### src/rtl/ret_stack_pkg.sv
// Shared definitions for the return-address stack: entry layout, op decode
// and the return-target helper.
package ret_stack_pkg;

  localparam int AW_DEF  = 10;
  localparam int ENTRY_W = AW_DEF + 1;  // tag bit in the MSB

  typedef enum logic [1:0] {
    OP_NONE = 2'b00,
    OP_POP  = 2'b01,
    OP_PUSH = 2'b10,
    OP_SWAP = 2'b11
  } op_e;

  // Caller keeps the low AW bits, which makes the call case wrap modulo 2^AW.
  function automatic logic [63:0] next_ret(input logic [63:0] addr, input logic irq);
    return irq ? addr : addr + 64'd1;
  endfunction

endpackage

### src/rtl/ret_stack_mem.sv
// Entry storage: one synchronous write port, one asynchronous read port.
module ret_stack_mem
  import ret_stack_pkg::*;
#(
  parameter int DEPTH = 16,
  parameter int EW    = ENTRY_W,
  parameter int IW    = $clog2(DEPTH)
) (
  input  logic          clk,
  input  logic          we,
  input  logic [IW-1:0] waddr,
  input  logic [EW-1:0] wdata,
  input  logic [IW-1:0] raddr,
  output logic [EW-1:0] rdata
);

  logic [EW-1:0] mem [DEPTH];

  always_ff @(posedge clk) begin
    if (we) begin
      mem[waddr] <= wdata;
    end
  end

  assign rdata = mem[raddr];

endmodule

### src/rtl/ret_stack.sv
// Return-address stack: occupancy count, sticky error flags, op decode and
// the zero-latency return-target mux.
module ret_stack
  import ret_stack_pkg::*;
#(
  parameter int AW    = 10,
  parameter int DEPTH = 16,
  parameter int CW    = $clog2(DEPTH + 1)
) (
  input  logic          clk,
  input  logic          reset,
  input  logic          push,
  input  logic          pop,
  input  logic [AW-1:0] push_addr,
  input  logic          push_irq,
  input  logic          err_clr,
  output logic [AW-1:0] ret_addr,
  output logic          top_irq,
  output logic [CW-1:0] count,
  output logic          empty,
  output logic          full,
  output logic          overflow,
  output logic          underflow
);

  localparam int EW = AW + 1;
  localparam int IW = $clog2(DEPTH);

  op_e           op;
  logic [CW-1:0] count_nxt;
  logic [CW-1:0] top_idx;
  logic [CW-1:0] wr_idx;
  logic          wr_en;
  logic          ovf_evt;
  logic          udf_evt;
  logic [IW-1:0] raddr;
  logic [EW-1:0] rdata;
  logic [63:0]   target;

  assign empty   = (count == CW'(0));
  assign full    = (count == CW'(DEPTH));
  assign top_idx = count - CW'(1);
  assign op      = op_e'({push, pop});

  always_comb begin
    count_nxt = count;
    wr_idx    = count;
    wr_en     = 1'b0;
    ovf_evt   = 1'b0;
    udf_evt   = 1'b0;
    case (op)
      OP_PUSH: begin
        if (full) begin
          ovf_evt = 1'b1;
        end else begin
          wr_en     = 1'b1;
          count_nxt = count + CW'(1);
        end
      end
      OP_POP: begin
        if (empty) begin
          udf_evt = 1'b1;
        end else begin
          count_nxt = top_idx;
        end
      end
      OP_SWAP: begin
        // On an empty stack the push still lands; only the pop is rejected.
        wr_en = 1'b1;
        if (empty) begin
          udf_evt   = 1'b1;
          count_nxt = CW'(1);
        end else begin
          wr_idx = top_idx;
        end
      end
      default: begin
        count_nxt = count;
      end
    endcase
  end

  always_ff @(posedge clk) begin
    if (reset) begin
      count     <= '0;
      overflow  <= 1'b0;
      underflow <= 1'b0;
    end else begin
      count     <= count_nxt;
      overflow  <= ovf_evt | (overflow & ~err_clr);
      underflow <= udf_evt | (underflow & ~err_clr);
    end
  end

  // Empty stack reads index 0 so the read stays in range; result is masked.
  assign raddr = empty ? IW'(0) : top_idx[IW-1:0];

  ret_stack_mem #(.DEPTH(DEPTH), .EW(EW), .IW(IW)) u_mem (
    .clk   (clk),
    .we    (wr_en & ~reset),
    .waddr (wr_idx[IW-1:0]),
    .wdata ({push_irq, push_addr}),
    .raddr (raddr),
    .rdata (rdata)
  );

  assign target   = next_ret(64'(rdata[AW-1:0]), rdata[AW]);
  assign top_irq  = empty ? 1'b0 : rdata[AW];
  assign ret_addr = empty ? AW'(0) : target[AW-1:0];

endmodule

### config.mk
export PLATFORM = sky130hd
export DESIGN_NAME = ret_stack
export DESIGN_NICKNAME = d
export VERILOG_FILES = /design/src/rtl/ret_stack_pkg.sv /design/src/rtl/ret_stack_mem.sv /design/src/rtl/ret_stack.sv
export SDC_FILE = /design/constraint.sdc
export NUM_CORES = 1
export LEC_CHECK = 0
export CAP_MARGIN = 10
export CELL_PAD_IN_SITES_DETAIL_PLACEMENT = 0
export CELL_PAD_IN_SITES_GLOBAL_PLACEMENT = 2
export CORE_MARGIN = 2
export CORE_UTILIZATION = 45
export DETAILED_ROUTE_END_ITERATION = 12
export PLACE_DENSITY = 0.84
export SLEW_MARGIN = 30
export SYNTH_ARGS = -nofsm -noshare
export SYNTH_HDL_FRONTEND = slang
export SYNTH_SLANG_ARGS = --single-unit
### constraint.sdc
create_clock -name clk -period 12.3 [get_ports clk]
set_input_delay 3.69 -clock clk [delete_from_list [all_inputs] [get_ports clk]]
set_output_delay 3.69 -clock clk [all_outputs]
set_load 0.05 [all_outputs]
==> results.sh, run 1 <==
export IMPL_timing_setup_tns_ns=0
export IMPL_finish_utilization=0.5227
export IMPL_dieArea_um2=18350
export IMPL_routed_via_count=4353
export IMPL_drtAntennaViolNets=0
export IMPL_gr_total_overflow=0
export IMPL_hold_depth=2
export IMPL_dpl_cell_count=724
export IMPL_antenna_found_initial=0
export IMPL_drive_above_1_share=0.1909
export IMPL_worstPathArrival_ns=5.66
export IMPL_ff2ff_path_depth=10
export IMPL_viasPerCell=5.773
export IMPL_synth_ff_type="edfxtp_1"
export IMPL_drc_errors=0
export IMPL_grt_max_degree=46
export IMPL_path_cells="inv_1, ha_1, nor2b_1, nand2_2, ha_2, buf_4, mux4_2, nand2_1, a21oi_1, a221oi_1, nor4b_1, mux2i_1, clkdlybuf4s50_1"
export IMPL_cp_required_ns=8.61
export IMPL_clk_insertion_delay_late_ns=0.43
export IMPL_cts_max_level=4
export IMPL_async_flop_share=0
export IMPL_clockBufferDepth=2
export IMPL_drtIter0Drc=454
export IMPL_final_cell_count_no_fill=754
export IMPL_fin_ws_ns=2.950
export IMPL_critPathKind="register to primary output"
export IMPL_netSwitchingPower_mw=0.5057
export IMPL_cts_setup_buffers=0
export IMPL_post_route_period_util=0.7602
export IMPL_syn_inst=470
export IMPL_end_kind="primary output"
export IMPL_r2r_end="u_mem.mem[9][6]"
export IMPL_status="completed"
export IMPL_pwr_share_seq=0.426
export IMPL_path_clk_slew_ns=0.07
export IMPL_r2r_start="count[0]"
export IMPL_place_gp_congestion=0.7975
export IMPL_clkPwrFrac=0.301
export IMPL_synth_edf_count=176
export IMPL_vdd_drop_max_uv=146.5
export IMPL_cts_sinks=183
export IMPL_core_area_um2=17120
export IMPL_ys_warn_count=0
export IMPL_max_freq_ghz=0.1070
export IMPL_die_x_um=135.4
export IMPL_finalSetupViolations=0
export IMPL_worst_setup_path_start_kind="register"
export IMPL_grt_pass1_vias=4164
export IMPL_cts_buffers=17
export IMPL_maxSlewViolCount=0
export IMPL_dpl_cell_area_um2=8413
export IMPL_min_to="overflow"
export IMPL_hold_viol=0
export IMPL_max_cap_viol_count=0
export IMPL_cts_root_buf="clkbuf_16"
export IMPL_yosysUniqueCellTypes=54
export IMPL_hp_class="register to register"
export IMPL_finish_instance_area_um2=8947
export IMPL_hold_buffers=0
export IMPL_num_antenna_cells=0
export IMPL_p_leak_nw=2.822
export IMPL_die_h_um=135.4
export IMPL_critPathSlowestCell="clkdlybuf4s50_1"
export IMPL_period_needed_ns=9.350
export IMPL_routedWlPerCell_um=21.96
export IMPL_fin_nets=539
export IMPL_dp_hpwl_mm=10.33
export IMPL_place_ws_ns=3.380
export IMPL_finClkSkew_ns=0.01052
export IMPL_critPathMaxStageDelay_ns=0.82
export IMPL_tightest_slew_ns=0.7313
export IMPL_synth_area_um2=7775
export IMPL_power_density_nw_per_um2=184.1
export IMPL_wirelength_mm=16.56
export IMPL_start_util=0.4542
export IMPL_internal_power_mw=1.142
export IMPL_syn_nets=491
export IMPL_critPathMaxFanout=32
export IMPL_num_rows=48
export IMPL_syn_avg_cell_area_um2=16.54
export IMPL_netSwitchingFraction=0.3070
export IMPL_track_usage=0.1897
export IMPL_dr_pass1_iters=5
export IMPL_placement_io_buffers=35
export IMPL_cts_resized=0
export IMPL_grt_setup_unrepaired="no"
export IMPL_pin_count=36
export IMPL_yosys_register_bits=183
export IMPL_slew_headroom=0.5110
export IMPL_grt_pass1_wl_mm=24.85
export IMPL_tritoncts="built"
export IMPL_r2r_setup_slack_ns=9.10
export IMPL_fillers=1382
export IMPL_synth_seq_area_share=0.6978
export IMPL_hold_path_startpoint="overflow"
export IMPL_comb_power_share=0.273
export IMPL_syn2layout_area_growth_pct=15.08
[flip-flops by register name, indices dropped and copies added (netlist names)]
register   count
count          5
u_mem.mem    176
underflow      1
overflow       1
[metal layers]
| layer | vias to the layer above | GRT usage | routed length (um) |
|---|---|---|---|
| li1 | 1952 | - | - |
| met1 | 2228 | 0.2667 | 7394 |
| met2 | 148 | 0.2958 | 7965 |
| met3 | 25 | 0.04489 | 907 |
| met4 | 0 | 0.06192 | 288 |
| met5 | - | 0 | 0 |
[through the flow]
step / total power [mW] / hold WS (ns)
6_report: 1.647 / 0.5164
5_1_grt: 1.713 / 0.5585
2_1_floorplan: 1.050 / 0.7454
4_1_cts: 1.656 / 0.5180
3_3_place_gp: 1.160 / 0.4727
3_5_place_dp: 1.166 / 0.5021
[cells in the mapped netlist, types with 2 or more instances]
| master | n | area share |
|---|---|---|
| o21a_1 | 3 | 0.0029 |
| a31oi_1 | 5 | 0.0040 |
| mux4_2 | 41 | 0.12 |
| buf_1 | 4 | 0.0019 |
| nor3_1 | 5 | 0.0032 |
| or3_4 | 2 | 0.0029 |
| and3_1 | 4 | 0.0032 |
| nand3_1 | 11 | 0.0071 |
| xor2_1 | 4 | 0.0045 |
| nand2b_1 | 6 | 0.0048 |
| edfxtp_1 | 176 | 0.68 |
| a22oi_1 | 12 | 0.012 |
| mux2i_1 | 5 | 0.0064 |
| buf_6 | 3 | 0.0043 |
| nor2_1 | 40 | 0.019 |
| a211oi_1 | 2 | 0.0019 |
| nor3b_1 | 2 | 0.0019 |
| clkbuf_1 | 6 | 0.0029 |
| a32oi_1 | 2 | 0.0023 |
| nor2b_1 | 4 | 0.0032 |
| o21ai_0 | 11 | 0.0071 |
| o211ai_1 | 2 | 0.0019 |
| o22ai_1 | 4 | 0.0032 |
| a21oi_1 | 18 | 0.012 |
| or3_1 | 3 | 0.0024 |
| inv_1 | 6 | 0.0029 |
| dfxtp_1 | 7 | 0.018 |
| nand4_1 | 2 | 0.0016 |
| xnor2_1 | 2 | 0.0023 |
| ha_1 | 5 | 0.0080 |
| buf_2 | 8 | 0.0051 |
| mux2_2 | 2 | 0.0029 |
| buf_4 | 2 | 0.0019 |
| o31ai_1 | 2 | 0.0019 |
| nand2_1 | 40 | 0.019 |
[worst max-delay path by stage]
stage              from           to  slack (ns)  depth (start not counted)
3_3_place_gp   count[0]  ret_addr[7]        3.51                         13
4_1_cts        count[0]  ret_addr[8]        2.90                         14
3_5_place_dp   count[0]  ret_addr[8]        3.38                         14
2_1_floorplan  count[0]  ret_addr[7]        3.89                         14
6_report       count[0]  ret_addr[9]        2.95                         13
5_1_grt        count[0]  ret_addr[9]        2.52                         13
[power groups by stage]
stage	logic, mW	clock network [mW]	registers (mW)
after floorplan	0.333	0	0.717
after global placement	0.446	0	0.714
after detailed placement	0.451	0	0.715
after CTS	0.452	0.502	0.701
after global routing	0.483	0.527	0.703
final	0.450	0.496	0.702
[layout by cell type (no fill, tap or decap), types with 3 or more instances in the layout]
cell type	count
clkinvlp_4	3
nor3_1	5
ha_1	4
clkdlybuf4s50_1	35
mux2i_1	5
nand3_1	11
nand2_1	40
nor2_1	40
clkinv_2	4
and3_1	4
buf_4	18
clkbuf_16	17
a22oi_1	12
o21a_1	3
edfxtp_1	176
or3_1	3
nor2b_1	4
dfxtp_1	7
o21ai_0	11
xor2_1	4
a21oi_1	18
o22ai_1	4
mux4_2	41
inv_1	6
nand2b_1	6
a31oi_1	5
[layout make-up]
class | instances | area (um2) | share of cell area
sequential | 183 | 5425 | 0.6063
multi-input combinational | 256 | 2192 | 0.2450
timing repair buffer | 53 | 485.5 | 0.05426
clock buffer | 18 | 429.2 | 0.04797
tap | 225 | 281.5 | 0.03146
clock inverter | 12 | 105.1 | 0.01175
inverter | 7 | 28.78 | 0.003216
[critical path, delay by kind of cell, from the launching register on]
kind	cells	cell delay (ns)
compound gates	2	0.76
fa+ha+maj	2	0.87
buf+inv	3	1.59
flops	1	0.58
mux	2	0.78
simple gates	4	0.61
[cells by family (layout without fill, tap and decap cells)]
kind of cell,after synthesis,count (layout),share of synthesized area
flops,183,183,0.6978
mux,48,48,0.1281
compound gates,69,69,0.05825
buf+inv,31,90,0.02060
simple gates,128,128,0.08046
fa+ha+maj,5,5,0.008046
xor+xnor,6,6,0.006759
(Power assumes the default switching activity.)
==> run 2: changes to the inputs <==
==> constraint.sdc (replaced) <==
create_clock -name clk -period 9.1 [get_ports clk]
set_input_delay 2.73 -clock clk [delete_from_list [all_inputs] [get_ports clk]]
set_output_delay 2.73 -clock clk [all_outputs]
set_load 0.05 [all_outputs]
==> results.sh, run 2 (synthesis results as in run 1) <==
export IMPL_antenna_found_initial=0
export IMPL_gr_total_overflow=0
export IMPL_dpl_cell_count=722
export IMPL_clockBufferDepth=2
export IMPL_drtIter0Drc=371
export IMPL_hp_class="register to register"
export IMPL_num_rows=48
export IMPL_routedWlPerCell_um=22.39
export IMPL_dieArea_um2=18350
export IMPL_total_power_mw=2.322
export IMPL_max_cap_viol_count=0
export IMPL_ff2ff_path_depth=9
export IMPL_core_area_um2=17120
export IMPL_cts_setup_buffers=0
export IMPL_path_clk_slew_ns=0.08
export IMPL_drc_errors=0
export IMPL_die_x_um=135.4
export IMPL_fin_nets=537
export IMPL_start_util=0.4542
export IMPL_finish_utilization=0.5278
export IMPL_maxSlewViolCount=0
export IMPL_end_kind="primary output"
export IMPL_largest_register="u_mem.mem"
export IMPL_hold_viol=0
export IMPL_multi_input_area_um2=2212
export IMPL_period_needed_ns=8.222
export IMPL_tritoncts="built"
export IMPL_finClkSkew_ns=0.01552
export IMPL_p_leak_nw=2.848
export IMPL_wirelength_mm=16.88
export IMPL_place_gp_congestion=0.7387
export IMPL_finalSetupViolations=0
export IMPL_cts_sinks=183
export IMPL_r2r_start="count[0]"
export IMPL_max_freq_ghz=0.1216
export IMPL_fillers=1363
export IMPL_syn2layout_area_growth_pct=16.19
export IMPL_timing_setup_tns_ns=0
export IMPL_drtAntennaViolNets=0
export IMPL_dp_hpwl_mm=10.53
export IMPL_viasPerCell=5.692
export IMPL_tightest_slew_ns=0.9622
export IMPL_cp_startpoint="count[0]"
export IMPL_die_h_um=135.4
export IMPL_drive_above_1_share=0.2023
export IMPL_worst_setup_path_start_kind="register"
export IMPL_slew_headroom=0.3578
export IMPL_grt_pass1_vias=4271
export IMPL_netSwitchingFraction=0.3046
export IMPL_placement_io_buffers=35
export IMPL_dpl_cell_area_um2=8408
export IMPL_routed_via_count=4292
export IMPL_cts_root_buf="clkbuf_16"
export IMPL_clkPwrFrac=0.327
export IMPL_largest_register_ff_count=176
export IMPL_finish_instance_area_um2=9034
export IMPL_final_cell_mix="edfxtp_1 (176), mux4_2 (41), nand2_1 (40)"
export IMPL_clk_insertion_delay_late_ns=0.43
export IMPL_r2r_setup_slack_ns=5.68
export IMPL_status="completed"
export IMPL_netSwitchingPower_mw=0.7071
export IMPL_comb_power_share=0.265
export IMPL_reg_top3="u_mem.mem x176, count x5"
export IMPL_pwr_share_seq=0.408
export IMPL_cts_buffers=17
export IMPL_r2r_end="u_mem.mem[7][8]"
export IMPL_final_cell_count_no_fill=754
export IMPL_layout_commonest_cell="edfxtp_1"
export IMPL_num_antenna_cells=0
export IMPL_regArea_um2=5425
export IMPL_critPathMaxFanout=27
export IMPL_power_density_nw_per_um2=257.0
export IMPL_track_usage=0.1986
export IMPL_worstPathArrival_ns=5.49
export IMPL_hold_buffers=0
export IMPL_post_route_period_util=0.9035
export IMPL_vdd_drop_max_uv=167.7
export IMPL_internal_power_mw=1.615
export IMPL_critPathKind="register to primary output"
export IMPL_endpoint="ret_addr[8]"
export IMPL_grt_pass1_wl_mm=25.92
export IMPL_cts_resized=0
export IMPL_cts_max_level=4
export IMPL_pin_count=36
export IMPL_dr_pass1_iters=5
export IMPL_grt_setup_unrepaired="no"
export IMPL_cp_required_ns=6.37
export IMPL_grt_max_degree=28
run 2: changes by cell type in the layout (fill, tap and decap cells not counted), moves of 2 or more:
cell and change:
nor2_1 -4, nor2_2 +4, clkinv_2 -3, inv_6 +3, buf_4 -2, bufinv_16 +2, clkinv_4 +2
run 2: worst min-delay path by stage:
stage	from	end	cells past startpoint
after floorplan	overflow	overflow	2
after global placement	overflow	overflow	2
after detailed placement	overflow	overflow	2
after CTS	overflow	overflow	2
after global routing	underflow	underflow	2
final	overflow	overflow	2
run 2: power by group through the flow:
stage	registers, mW	logic (mW)	clock network, mW
2_1_floorplan	0.969	0.450	0
3_5_place_dp	0.966	0.615	0
5_1_grt	0.949	0.669	0.803
6_report	0.948	0.616	0.758
4_1_cts	0.948	0.617	0.768
3_3_place_gp	0.965	0.612	0
run 2: stage by stage:
step	hold slack [ns]	setup WS, ns
floorplan	0.7454	1.651
global placement	0.4745	1.322
detailed placement	0.5026	1.210
CTS	0.5209	0.6972
global route	0.5407	0.5009
finish	0.5076	0.8785
run 2: routing by layer:
layer / part of all wire / vias to the layer above / global-route usage
li1: - / 1960 / -
met1: 0.43 / 2177 / 0.2859
met2: 0.49 / 146 / 0.3125
met3: 0.068 / 9 / 0.04340
met4: 0.0070 / 0 / 0.04919
met5: 0 / - / 0
run 2: critical path, stage by stage (launching register included):
cell and delay (ns):
dfxtp_1 0.57, inv_1 0.20, ha_1 0.27, nor2b_1 0.19, nand2_2 0.21, inv_4 0.13
nor2_4 0.70, buf_4 0.38, mux4_2 0.23, a22oi_1 0.09, nand2_1 0.20, ha_1 0.27
nand3_4 0.09, or4_1 0.53, a21oi_1 0.16, clkdlybuf4s50_1 0.82
run 2: layout make-up:
| cell class | instances | area share |
|---|---|---|
| Multi-Input combinational cell | 256 | 0.2449 |
| Inverter | 7 | 0.003186 |
| Clock buffer | 17 | 0.04709 |
| Sequential cell | 183 | 0.6006 |
| Clock inverter | 15 | 0.02105 |
| Timing Repair Buffer | 51 | 0.05208 |
| Tap cell | 225 | 0.03116 |
==> run 3: changes to the inputs <==
--- a/config.mk
+++ b/config.mk
@@ -8,7 +8,7 @@
 export CAP_MARGIN = 10
 export CELL_PAD_IN_SITES_DETAIL_PLACEMENT = 0
 export CELL_PAD_IN_SITES_GLOBAL_PLACEMENT = 2
-export CORE_MARGIN = 2
+export CORE_MARGIN = 3
 export CORE_UTILIZATION = 45
 export DETAILED_ROUTE_END_ITERATION = 12
 export PLACE_DENSITY = 0.84
==> results.sh, run 3 (synthesis results as in run 1) <==
export IMPL_status="completed"
export IMPL_final_cell_mix="edfxtp_1 (176), mux4_2 (41), nor2_1 (40), nand2_1 (40), clkdlybuf4s50_1 (35)"
export IMPL_num_antenna_cells=0
export IMPL_fin_nets=540
export IMPL_slew_headroom=0.4666
export IMPL_drc_errors=0
export IMPL_r2r_start="count[0]"
export IMPL_place_gp_congestion=0.7777
export IMPL_largest_register_ff_count=176
export IMPL_num_rows=47
export IMPL_timing_setup_tns_ns=0
export IMPL_start_util=0.4639
export IMPL_worst_setup_path_start_kind="register"
export IMPL_cts_resized=0
export IMPL_drtIter0Drc=346
export IMPL_routedWlPerCell_um=22.36
export IMPL_layout_commonest_cell="edfxtp_1"
export IMPL_maxSlewViolCount=0
export IMPL_cts_root_buf="clkbuf_16"
export IMPL_fin_ws_ns=1.019
export IMPL_grt_pass1_wl_mm=25.88
export IMPL_worstPathArrival_ns=5.35
export IMPL_clockBufferDepth=2
export IMPL_vdd_drop_max_uv=208.2
export IMPL_path_clk_slew_ns=0.07
export IMPL_wirelength_mm=16.81
export IMPL_hold_path_startpoint="overflow"
export IMPL_cts_setup_buffers=0
export IMPL_finalSetupViolations=0
export IMPL_cts_sinks=183
export IMPL_drtAntennaViolNets=0
export IMPL_multi_input_area_um2=2192
export IMPL_drive_above_1_share=0.1955
export IMPL_syn2layout_area_growth_pct=15.61
export IMPL_placement_io_buffers=35
export IMPL_largest_register="u_mem.mem"
export IMPL_grt_pass1_vias=4299
export IMPL_die_x_um=137.4
export IMPL_antenna_found_initial=0
export IMPL_dieArea_um2=18890
export IMPL_max_freq_ghz=0.1237
export IMPL_grt_setup_unrepaired="no"
export IMPL_cp_startpoint="count[0]"
export IMPL_reg_top3="u_mem.mem x176, count x5"
export IMPL_finClkSkew_ns=0.006478
export IMPL_place_ws_ns=1.462
export IMPL_critPathMaxFanout=25
export IMPL_cts_max_level=4
export IMPL_post_route_period_util=0.8881
export IMPL_cp_required_ns=6.37
export IMPL_track_usage=0.1907
export IMPL_tightest_slew_ns=0.7983
export IMPL_cts_buffers=17
export IMPL_gr_total_overflow=0
export IMPL_pin_count=36
export IMPL_regArea_um2=5425
export IMPL_p_leak_nw=2.848
export IMPL_grt_max_degree=26
export IMPL_fillers=1341
export IMPL_hold_buffers=0
export IMPL_viasPerCell=5.791
export IMPL_tritoncts="built"
export IMPL_hold_viol=0
export IMPL_core_area_um2=16760
export IMPL_die_h_um=137.4
export IMPL_clk_insertion_delay_late_ns=0.43
export IMPL_end_kind="primary output"
export IMPL_period_needed_ns=8.081
export IMPL_dp_hpwl_mm=10.92
export IMPL_power_density_nw_per_um2=251.1
export IMPL_dr_pass1_iters=5
export IMPL_routed_via_count=4355
export IMPL_max_cap_viol_count=0
export IMPL_critPathKind="register to primary output"
export IMPL_hp_class="register to register"
-- run 3: final cells by class --
type                    count  share of cell area
multi-input cells         256              0.2439
clock inverters            14             0.01475
well taps                 220             0.03062
flip-flops and latches    183              0.6036
repair buffers             54             0.05624
clock buffers              18             0.04775
inverters                   7            0.003202
-- run 3: power breakdown --
group	switching (mW)	internal (mW)	leakage (nW)
combinational	0.378	0.237	0.932
sequential	0.00973	0.938	1.64
clock	0.333	0.362	0.273
total	0.721	1.54	2.85
-- run 3: layer usage --
| layer | global-route usage | routed length (um) | vias up |
|---|---|---|---|
| li1 | - | - | 1965 |
| met1 | 0.2754 | 7637 | 2236 |
| met2 | 0.2931 | 7990 | 132 |
| met3 | 0.03908 | 901 | 22 |
| met4 | 0.06098 | 284 | 0 |
| met5 | 0 | 0 | - |
-- run 3: worst paths after layout --
kind / to / slack [ns] / depth (start not counted)
min: overflow / 0.50 / 2
max reg2reg: u_mem.mem[3][4] / 5.69 / 10
min reg2reg: overflow / 0.50 / 2
max: ret_addr[8] / 1.02 / 14
-- run 3: stage by stage --
stage                     instance area, um2  instances  hold slack [ns]  power [mW]  utilization
final                                   8989        752           0.4955       2.257       0.5363
after global routing                    8989        752           0.5202       2.356       0.5363
after CTS                               8989        752           0.5020       2.270       0.5363
after detailed placement                8427        720           0.4837       1.583       0.5028
after global placement                  8427        720           0.4761       1.578       0.5028
after floorplan                         7775        470           0.7454       1.420            -
-- run 3: worst max-delay path: stages (launching register included) --
cell and delay (ns):
dfxtp_1 0.58, inv_1 0.17, ha_1 0.25, nor2b_1 0.19, nand2_2 0.19, inv_4 0.12, nor2_4 0.62, buf_12 0.27
mux2i_1 0.10, a211o_1 0.29, o211ai_1 0.32, nand4_1 0.27, or4_1 0.56, a21oi_1 0.16, clkdlybuf4s50_1 0.81
